<file path="src/rtl/uart_rx_param_if.sv">
// rtl/uart_rx_param_if.sv - received-frame handshake between uart_rx_param and its consumer
// parity_err exists only when UART_RX_PARITY_EN is defined.
interface uart_rx_param_if #(
    parameter int DATA_BITS = 8
) ();
    logic [DATA_BITS-1:0] rx_data;
    logic                 rx_valid;
    logic                 rx_ready;
    logic                 frame_err;
`ifdef UART_RX_PARITY_EN
    logic                 parity_err;
`endif

    modport master (
        input  rx_ready,
`ifdef UART_RX_PARITY_EN
        output parity_err,
`endif
        output rx_data,
        output rx_valid,
        output frame_err
    );

    modport slave (
        output rx_ready,
`ifdef UART_RX_PARITY_EN
        input  parity_err,
`endif
        input  rx_data,
        input  rx_valid,
        input  frame_err
    );
endinterface

</file>
<file path="src/rtl/uart_rx_param.sv">
// rtl/uart_rx_param.sv - oversampling UART receiver with one-deep output register and overrun pulse
// Optional parity check (PARITY state, parity_err, PARITY_ODD) enabled by macro UART_RX_PARITY_EN.
module uart_rx_param #(
    parameter int DATA_BITS  = 8,
    parameter int OVERSAMPLE = 16,
    parameter int STOP_BITS  = 1
`ifdef UART_RX_PARITY_EN
    ,
    parameter int PARITY_ODD = 0
`endif
) (
    input  logic            clk,
    input  logic            rst_n,
    input  logic            rx,
    input  logic            sample_tick,
    output logic            overrun,
    output logic            busy,
    uart_rx_param_if.master rx_if
);
    localparam int CNT_W = $clog2(OVERSAMPLE);
    localparam logic [CNT_W-1:0] CNT_ONE   = CNT_W'(1);
    localparam logic [CNT_W-1:0] HALF_LAST = CNT_W'(OVERSAMPLE / 2 - 1);
    localparam logic [CNT_W-1:0] FULL_LAST = CNT_W'(OVERSAMPLE - 1);
    localparam logic [3:0]       DATA_LAST = 4'(DATA_BITS - 1);
    localparam logic [3:0]       STOP_LAST = 4'(STOP_BITS - 1);

    typedef enum logic [2:0] {
        S_IDLE,
        S_START,
        S_DATA,
`ifdef UART_RX_PARITY_EN
        S_PARITY,
`endif
        S_STOP
    } state_t;

    state_t               state_q, state_d;
    logic [CNT_W-1:0]     tick_cnt_q, tick_cnt_d;
    logic [3:0]           bit_idx_q, bit_idx_d;
    logic                 rx_meta_q, rx_s_q;
    logic [DATA_BITS-1:0] shift_q, shift_d;
    logic                 stop_err_q, stop_err_d;
    logic [DATA_BITS-1:0] data_q, data_d;
    logic                 valid_q, valid_d;
    logic                 ferr_q, ferr_d;
    logic                 overrun_q, overrun_d;
    logic                 full_tick;
    logic                 complete;
`ifdef UART_RX_PARITY_EN
    logic                 par_bit_q, par_bit_d;
    logic                 perr_q, perr_d;
    logic                 perr_calc;

    assign perr_calc = (^shift_q) ^ par_bit_q ^ (PARITY_ODD != 0);
`endif

    assign full_tick = sample_tick && (tick_cnt_q == FULL_LAST);

    always_comb begin
        state_d    = state_q;
        tick_cnt_d = tick_cnt_q;
        bit_idx_d  = bit_idx_q;
        shift_d    = shift_q;
        stop_err_d = stop_err_q;
        data_d     = data_q;
        valid_d    = valid_q;
        ferr_d     = ferr_q;
        overrun_d  = 1'b0;
        complete   = 1'b0;
`ifdef UART_RX_PARITY_EN
        par_bit_d  = par_bit_q;
        perr_d     = perr_q;
`endif
        if (state_q != S_IDLE && sample_tick) begin
            tick_cnt_d = tick_cnt_q + CNT_ONE;
        end

        case (state_q)
            S_IDLE: begin
                if (!rx_s_q) begin
                    state_d    = S_START;
                    tick_cnt_d = '0;
                    bit_idx_d  = '0;
                    stop_err_d = 1'b0;
                end
            end
            S_START: begin
                // Half a bit into the start bit: still low means a real frame.
                if (sample_tick && tick_cnt_q == HALF_LAST) begin
                    state_d    = rx_s_q ? S_IDLE : S_DATA;
                    tick_cnt_d = '0;
                    bit_idx_d  = '0;
                end
            end
            S_DATA: begin
                if (full_tick) begin
                    shift_d    = {rx_s_q, shift_q[DATA_BITS-1:1]};
                    tick_cnt_d = '0;
                    bit_idx_d  = bit_idx_q + 4'd1;
                    if (bit_idx_q == DATA_LAST) begin
                        bit_idx_d = '0;
`ifdef UART_RX_PARITY_EN
                        state_d   = S_PARITY;
`else
                        state_d   = S_STOP;
`endif
                    end
                end
            end
`ifdef UART_RX_PARITY_EN
            S_PARITY: begin
                if (full_tick) begin
                    par_bit_d  = rx_s_q;
                    tick_cnt_d = '0;
                    bit_idx_d  = '0;
                    state_d    = S_STOP;
                end
            end
`endif
            S_STOP: begin
                if (full_tick) begin
                    stop_err_d = stop_err_q | ~rx_s_q;
                    tick_cnt_d = '0;
                    bit_idx_d  = bit_idx_q + 4'd1;
                    if (bit_idx_q == STOP_LAST) begin
                        complete  = 1'b1;
                        bit_idx_d = '0;
                        state_d   = S_IDLE;
                    end
                end
            end
            default: begin
                state_d    = S_IDLE;
                tick_cnt_d = '0;
                bit_idx_d  = '0;
            end
        endcase

        // A finished frame may replace the held one only if it is free or being taken this edge.
        if (complete) begin
            if (!valid_q || rx_if.rx_ready) begin
                data_d  = shift_q;
                ferr_d  = stop_err_q | ~rx_s_q;
                valid_d = 1'b1;
`ifdef UART_RX_PARITY_EN
                perr_d  = perr_calc;
`endif
            end else begin
                overrun_d = 1'b1;
            end
        end else if (valid_q && rx_if.rx_ready) begin
            valid_d = 1'b0;
        end
    end

    always_ff @(posedge clk or negedge rst_n) begin
        if (!rst_n) begin
            state_q    <= S_IDLE;
            tick_cnt_q <= '0;
            bit_idx_q  <= '0;
            rx_meta_q  <= 1'b1;
            rx_s_q     <= 1'b1;
            shift_q    <= '0;
            stop_err_q <= 1'b0;
            data_q     <= '0;
            valid_q    <= 1'b0;
            ferr_q     <= 1'b0;
            overrun_q  <= 1'b0;
`ifdef UART_RX_PARITY_EN
            par_bit_q  <= 1'b0;
            perr_q     <= 1'b0;
`endif
        end else begin
            state_q    <= state_d;
            tick_cnt_q <= tick_cnt_d;
            bit_idx_q  <= bit_idx_d;
            rx_meta_q  <= rx;
            rx_s_q     <= rx_meta_q;
            shift_q    <= shift_d;
            stop_err_q <= stop_err_d;
            data_q     <= data_d;
            valid_q    <= valid_d;
            ferr_q     <= ferr_d;
            overrun_q  <= overrun_d;
`ifdef UART_RX_PARITY_EN
            par_bit_q  <= par_bit_d;
            perr_q     <= perr_d;
`endif
        end
    end

    assign rx_if.rx_data    = data_q;
    assign rx_if.rx_valid   = valid_q;
    assign rx_if.frame_err  = ferr_q;
`ifdef UART_RX_PARITY_EN
    assign rx_if.parity_err = perr_q;
`endif
    assign overrun = overrun_q;
    assign busy    = (state_q != S_IDLE);
endmodule

</file>
<file path="src/flat_wrapper.sv">
// flat-port wrapper written by rule: the top's interface ports become plain ports
module uart_rx_param_flat 
#(
    parameter int DATA_BITS  = 8,
    parameter int OVERSAMPLE = 16,
    parameter int STOP_BITS  = 1

)
  (clk, rst_n, rx, sample_tick, overrun, busy, rx_if_rx_ready, rx_if_rx_data, rx_if_rx_valid, rx_if_frame_err);
  uart_rx_param_if #(.DATA_BITS(DATA_BITS)) rx_if_i ();
  input  logic clk;
  input  logic rst_n;
  input  logic rx;
  input  logic sample_tick;
  output logic overrun;
  output logic busy;
  input wire logic [$bits(rx_if_i.rx_ready)-1:0] rx_if_rx_ready;
  output wire logic [$bits(rx_if_i.rx_data)-1:0] rx_if_rx_data;
  output wire logic [$bits(rx_if_i.rx_valid)-1:0] rx_if_rx_valid;
  output wire logic [$bits(rx_if_i.frame_err)-1:0] rx_if_frame_err;
  assign rx_if_i.rx_ready = rx_if_rx_ready;
  assign rx_if_rx_data = rx_if_i.rx_data;
  assign rx_if_rx_valid = rx_if_i.rx_valid;
  assign rx_if_frame_err = rx_if_i.frame_err;
  uart_rx_param #(.DATA_BITS(DATA_BITS), .OVERSAMPLE(OVERSAMPLE), .STOP_BITS(STOP_BITS)) u_core (.clk(clk), .rst_n(rst_n), .rx(rx), .sample_tick(sample_tick), .overrun(overrun), .busy(busy), .rx_if(rx_if_i));
endmodule
</file>
<file path="config.mk">
export PLATFORM = sky130hd
export DESIGN_NAME = uart_rx_param_flat
export DESIGN_NICKNAME = d
export VERILOG_FILES = /design/src/rtl/uart_rx_param_if.sv /design/src/rtl/uart_rx_param.sv /design/src/flat_wrapper.sv
export SDC_FILE = /design/constraint.sdc
export NUM_CORES = 1
export LEC_CHECK = 0
export CELL_PAD_IN_SITES_DETAIL_PLACEMENT = 0
export CELL_PAD_IN_SITES_GLOBAL_PLACEMENT = 1
export CORE_MARGIN = 4
export CORE_UTILIZATION = 30
export DETAILED_ROUTE_END_ITERATION = 10
export PLACE_DENSITY = 0.69
export SYNTH_ARGS = -nofsm -noshare
export SYNTH_HDL_FRONTEND = slang
export SYNTH_SLANG_ARGS = --single-unit
</file>
<file path="constraint.sdc">
create_clock -name clk -period 1.9 [get_ports clk]
set_clock_uncertainty 0.15 [all_clocks]
set_input_delay 0.19 -clock clk [delete_from_list [all_inputs] [get_ports clk]]
set_output_delay 0.19 -clock clk [all_outputs]
set_load 0.02 [all_outputs]
</file>
======== After elaboration in Yosys (flattened, before gate mapping) ========
Cells that the tools add are included.
storage, ports and cells
  bits in registers ....................... 33
  bits of input ports ..................... 5
  output and inout port bits .............. 12
  logic and storage cells ................. 77
cells by class
  add/subtract/negate cells ............... 2
  equality and inequality tests ........... 13
  mux-type cells .......................... 31
  bitwise operators ....................... 2
  reduce and logical (&&, ||, !) cells .... 18
operators by type and width
  cell                                                              number
  4-bit two-way mux                                                 10
  3-bit two-way mux                                                 6
  4-bit one-hot mux with 4 select lines                             1
  3-bit one-hot mux with 4 select lines                             1
  4-bit one-hot mux with 3 select lines                             1
  1-bit two-way mux                                                 10
  2-bit by 1-bit != test with 1-bit output (second input constant)  5
  4-bit by 1-bit adder with 4-bit output (second input constant)    2
  4-bit by 3-bit == test with 1-bit output (second input constant)  2
  3-bit by 2-bit == test with 1-bit output (second input constant)  2
  2-bit AND reduction                                               3
  6-bit AND reduction                                               1
  4-bit == test (second input constant)                             1
  1-bit logical AND                                                 4
  4-bit zero test                                                   1
  2-bit != test (second input constant)                             2
  4-bit AND reduction                                               1
  2-bit nonzero test                                                2
  3-bit by 1-bit == test with 1-bit output (second input constant)  1
  3-bit zero test                                                   1
  3-bit AND reduction                                               1
  3-bit nonzero test                                                1
  2-bit two-way mux                                                 1
  1-bit one-hot mux with 2 select lines                             1
  other kinds (5)                                                   5

======== Logic depth before layout (Yosys ltp) ========
Gate-level depths: netlist (run 1).
  word-level depth ........................ 6
  gate-level depth with buffers ........... 7
  depth with buffers taken out ............ 6

======== Worst setup path after synthesis (run 1) ========
OpenSTA, ideal clock, no wires.
  path type ............................... register -> register
  start point ............................. register u_core.state_q[0]
  end point ............................... register u_core.bit_idx_q[0]
  arrival time ............................ 1.802 ns
  data required time ...................... 1.625 ns
  slack ................................... -0.177 ns
  stages on the path, launching flop included .. 8
  path buffers ............................ 1
  period minus slack after synthesis ...... 2.077 ns
  path through ............................ dfrtp_1 > inv_1 > ha_1 > or2_1 > a211oi_4 > or2_1 > buf_6 > mux2_4
between the ends
  word-level cells in the longest chain between the ends .. 3
  elaborated cells on any way between the ends .. 10
RTL lines
  item                                                                                 line                  source
  start: declaration                                                                   uart_rx_param.sv:37   state_t state_q, state_d;
  start signal: assignment                                                             uart_rx_param.sv:174  state_q <= state_d;
  3-bit by 2-bit == test with 1-bit output, or another cell as far along               uart_rx_param.sv:78   case (state_q)
  2-bit by 1-bit != test with 1-bit output (no line) or 2-bit != test (tied branches)  n/a
  4-bit AND reduction (no line)                                                        n/a
  end signal: assignment                                                               uart_rx_param.sv:176  bit_idx_q <= bit_idx_d;
  end: declaration                                                                     uart_rx_param.sv:39   logic [3:0] bit_idx_q, bit_idx_d;
Parallel ways exist; a longest one is shown, timed or not.
A chain may end at the register's enable or synchronous reset.

======== Worst setup path after layout (run 1) ========
  start point ............................. register u_core.state_q[0]
  end point ............................... register u_core.state_q[1]
between the ends
  word-level cells in the longest chain between the ends .. 3
  elaborated cells on any way between the ends .. 12
RTL lines
  item                                                                                 line
  3-bit by 2-bit == test with 1-bit output, or another cell as far along               uart_rx_param.sv:78
  2-bit by 1-bit != test with 1-bit output (no line) or 2-bit != test (tied branches)  n/a
  6-bit AND reduction (no line)                                                        n/a
Parallel ways exist; a longest one is shown, timed or not.

==> run metrics, run 1 <==
residual overflow from global routing=0; maximum clock path buffer count=2; area occupied by registers=804.5 um^2; Slowest-stage cell, CP=sky130_fd_sc_hd__or4b_4; wirelength, routed=3454 um; Final Wtd Congestion=0.8410; vias in the first global route=1,190; area of the placeable core=5140 um^2; power density relative to cell area=1211 nW/um^2; Layout fillers=498; cell area after synthesis=1604 um^2; initial antenna violation count=0; worst voltage drop across the vdd grid=0.9558 mV; critical path endpoint category=flip-flop; IO buf count=16; combined area of the multi-input logic cells=839.6 um^2; setup repair after global routing missed its margin=yes; All-Layer GR Usage=11.57%; global-route wire length before repair=5664 um; via density per instance=4.822; worst setup slack after layout=-0.01847 ns; synthesized-area fraction occupied by xor and xnor cells=0%; worst reg2reg path depth=6; main combinational cell family by area after synthesis=multiplexers; number of nets produced by synthesis=140; relative slew slack=72.32%; average detailed-routed wire length per instance=13.98 um; number of buffers added by the clock tree synthesis step=5; Initial Utilization=31.21%; arrival time worst endpoint=1.99 ns; crit path buf inv count=1; maximum number of pins on one net before global-route repair=33; transition at the pin with the smallest max-transition slack=0.4151 ns; fraction of synthesized area in multiplexers=16.22%; count of nets left with antenna violations after detail routing=0; most common cell after layout, fill and taps aside=sky130_fd_sc_hd__dfrtp_1; root cell of the clock tree=sky130_fd_sc_hd__clkbuf_8; Distinct cells, synth=38; static leakage=1.102 nW; hold-fix buffer count after cts=0; Synth Instances=127; clock insertion delay at the later pin of the skew report=0.29 ns; failing checks=setup timing; most frequent cells in the layout=sky130_fd_sc_hd__dfrtp_1 (29), sky130_fd_sc_hd__buf_4 (24), sky130_fd_sc_hd__clkdlybuf4s50_1 (15), sky130_fd_sc_hd__mux2_4 (10), sky130_fd_sc_hd__nor2_1 (9); number of detailed-route iterations in the first pass=4; Crit. path cell count=6; final core area utilization=43.96%; H-tree level count=2; average cell area after synthesis=12.63 um^2; sequential area share after synthesis=50.08%; width of the die=81.12 um; clock-pin slew on the worst setup and hold paths=0.07 ns; classification of the worst setup path=flip-flop to flip-flop; part of the cycle the worst path needs=101.0%; full die area=6580 um^2; Yosys warning count=0; highest clock frequency the design can meet=0.5212 GHz; iteration-0 DRC count of the detailed router=28; share of synthesized cell area in full adder, half adder and majority cells=6.240%; I/O pin cnt=17; synthesized-area fraction occupied by ao, oa, aoi and oai cells=10.84%; number of rows created at floorplan=26; share of synthesized cell area in and, or, nand and nor gates=13.81%; via total after detailed routing=1,191; clock tree from TritonCTS=done; number of hold-slack violations in the final timing report=0; minimum hold slack=0.1610 ns; Setup crit start kind=flip-flop; clock period minus worst slack=1.918 ns; Finish-stage setup viols=2; outcome=complete, but fails checks; die boundary height=81.12 um; drt drc=0; crit-path cells=inv_2 > ha_4 > or4b_4 > o311ai_4 > nand4b_1 > a2bb2oi_2; sum of negative setup slack=-0.02646 ns; area growth from synthesis to final layout=40.87%; Max Cap Violations=0; antenna diode count=0; worst min-delay path category=input pin to async pin; data required time at the worst endpoint=1.97 ns; clk sink count=32; count of state elements after synthesis=32; Max Fanout on Critical Path=5; number of slew-limit violations in the final report=0; HPWL after DPL=2521 um; post-layout net count=189; max incr delay on CP=0.49 ns; gate family responsible for the most delay along the worst path=simple AND/OR/NAND/NOR gates; share of post-route cells with drive strength above 1=44.07%
## worst reg2reg max path: stages (launching register included)
cell,delay [ns]
sky130_fd_sc_hd__dfrtp_1,0.40
sky130_fd_sc_hd__inv_2,0.08
sky130_fd_sc_hd__ha_4,0.18
sky130_fd_sc_hd__or4b_4,0.49
sky130_fd_sc_hd__o311ai_4,0.14
sky130_fd_sc_hd__nand4b_1,0.24
sky130_fd_sc_hd__a2bb2oi_2,0.17
## layout make-up
type | instances | area share, %
Clock buffer | 6 | 3.212
Clock inverter | 2 | 1.550
Inverter | 6 | 0.9967
Multi-Input combinational cell | 87 | 37.15
Sequential cell | 32 | 35.60
Tap cell | 70 | 3.876
Timing Repair Buffer | 44 | 17.61
## stage by stage
step	area (um^2)	power [mW]	instances	worst slack [ns]
after global routing	2260	2.893	247	-0.06061
final	2260	2.736	247	-0.01847
after floorplan	1622	1.461	127	-0.05014
after CTS	2218	2.652	245	-0.009413
after global placement	2044	1.805	234	-0.1198
after detailed placement	2044	1.860	234	-0.2018
## cell usage after synthesis
cell type	count	share of area [%]
sky130_fd_sc_hd__dfrtp_1	30	47
sky130_fd_sc_hd__mux2_4	10	9.4
sky130_fd_sc_hd__nor2_1	9	2.1
sky130_fd_sc_hd__ha_1	8	6.2
sky130_fd_sc_hd__mux2_2	8	5.6
sky130_fd_sc_hd__nand2_1	8	1.9
sky130_fd_sc_hd__inv_1	6	1.4
sky130_fd_sc_hd__o21ai_0	5	1.6
sky130_fd_sc_hd__nand2b_1	3	1.2
sky130_fd_sc_hd__nand4_1	3	1.2
sky130_fd_sc_hd__a21oi_1	2	0.62
sky130_fd_sc_hd__a2bb2oi_1	2	1.1
sky130_fd_sc_hd__buf_6	2	1.4
sky130_fd_sc_hd__dfstp_2	2	3.3
sky130_fd_sc_hd__mux2i_1	2	1.2
sky130_fd_sc_hd__nor2b_1	2	0.78
sky130_fd_sc_hd__nor3_1	2	0.62
sky130_fd_sc_hd__o22ai_1	2	0.78
sky130_fd_sc_hd__or2_1	2	0.78
sky130_fd_sc_hd__a2111oi_4	1	1.7
sky130_fd_sc_hd__a211o_1	1	0.55
sky130_fd_sc_hd__a211oi_4	1	1.2
sky130_fd_sc_hd__a21o_1	1	0.47
sky130_fd_sc_hd__a32o_1	1	0.62
sky130_fd_sc_hd__a32oi_1	1	0.55
sky130_fd_sc_hd__and2_1	1	0.39
sky130_fd_sc_hd__and2_2	1	0.47
sky130_fd_sc_hd__and3_1	1	0.39
sky130_fd_sc_hd__and4_1	1	0.55
sky130_fd_sc_hd__nand3_1	1	0.31
sky130_fd_sc_hd__nand4b_1	1	0.55
sky130_fd_sc_hd__nand4b_2	1	0.94
sky130_fd_sc_hd__nor3_2	1	0.62
sky130_fd_sc_hd__o2111ai_1	1	0.55
sky130_fd_sc_hd__o21ai_2	1	0.55
sky130_fd_sc_hd__o311ai_1	1	0.55
sky130_fd_sc_hd__or4_1	1	0.47
sky130_fd_sc_hd__or4b_1	1	0.62
## power by group
group | total (mW) | internal, mW | switching [mW] | leakage, nW
combinational | 1.29 | 0.668 | 0.619 | 0.613
clock | 0.650 | 0.389 | 0.261 | 0.0552
sequential | 0.799 | 0.737 | 0.0616 | 0.434
total | 2.74 | 1.79 | 0.942 | 1.10
## sequential cells by signal (all words and copies together), names as in the netlist
register                count
u_core.rx_if.rx_data        8
u_core.shift_q              8
u_core.bit_idx_q            4
u_core.tick_cnt_q           4
u_core.state_q              2
u_core.overrun              1
u_core.rx_if.frame_err      1
u_core.rx_if.rx_valid       1
u_core.rx_meta_q            1
u_core.rx_s_q               1
u_core.stop_err_q           1
## kinds of logic (layout without fill, tap and decap cells)
logic type / after synthesis / count (layout)
AOI/OAI and AO/OA: 20 / 20
adders and majority gates: 8 / 8
buffers and inverters: 8 / 58
DFF: 32 / 32
muxes: 20 / 20
and+or+nand+nor: 39 / 39
## final timing paths
path / startpoint / to / slack (ns)
max in group asynchronous: rst_n / u_core.rx_meta_q / 1.11
worst min-delay path: rst_n / u_core.bit_idx_q[2] / 0.16
worst max-delay path: u_core.state_q[0] / u_core.state_q[1] / -0.02
worst min register to register: u_core.rx_meta_q / u_core.rx_s_q / 0.21
min in group clk: rx / u_core.rx_meta_q / 0.16
worst max register to register: u_core.state_q[0] / u_core.state_q[1] / -0.02
## layer usage
layer	track usage (%)	wire length (um)	share of wire (%)
met4	5.574	89	2.6
met1	13.26	1462	42
met5	0	0	0
met2	19.95	1749	51
met3	2.993	153	4.4
## what timing repair did
action,4_1_cts,5_1_grt
resized for setup,10,9
endpoints found under the setup margin,15,18
pin swaps,4,3
setup buffers,3,2
Note: power is estimated with default switching activity, not from simulation.
==> inputs of run 2 (changes only) <==
CTS_CLUSTER_DIAMETER = 150   (was default)
==> results of run 2 <==
Same layout as run 1: the final DEF is identical, and so are final timing and power.
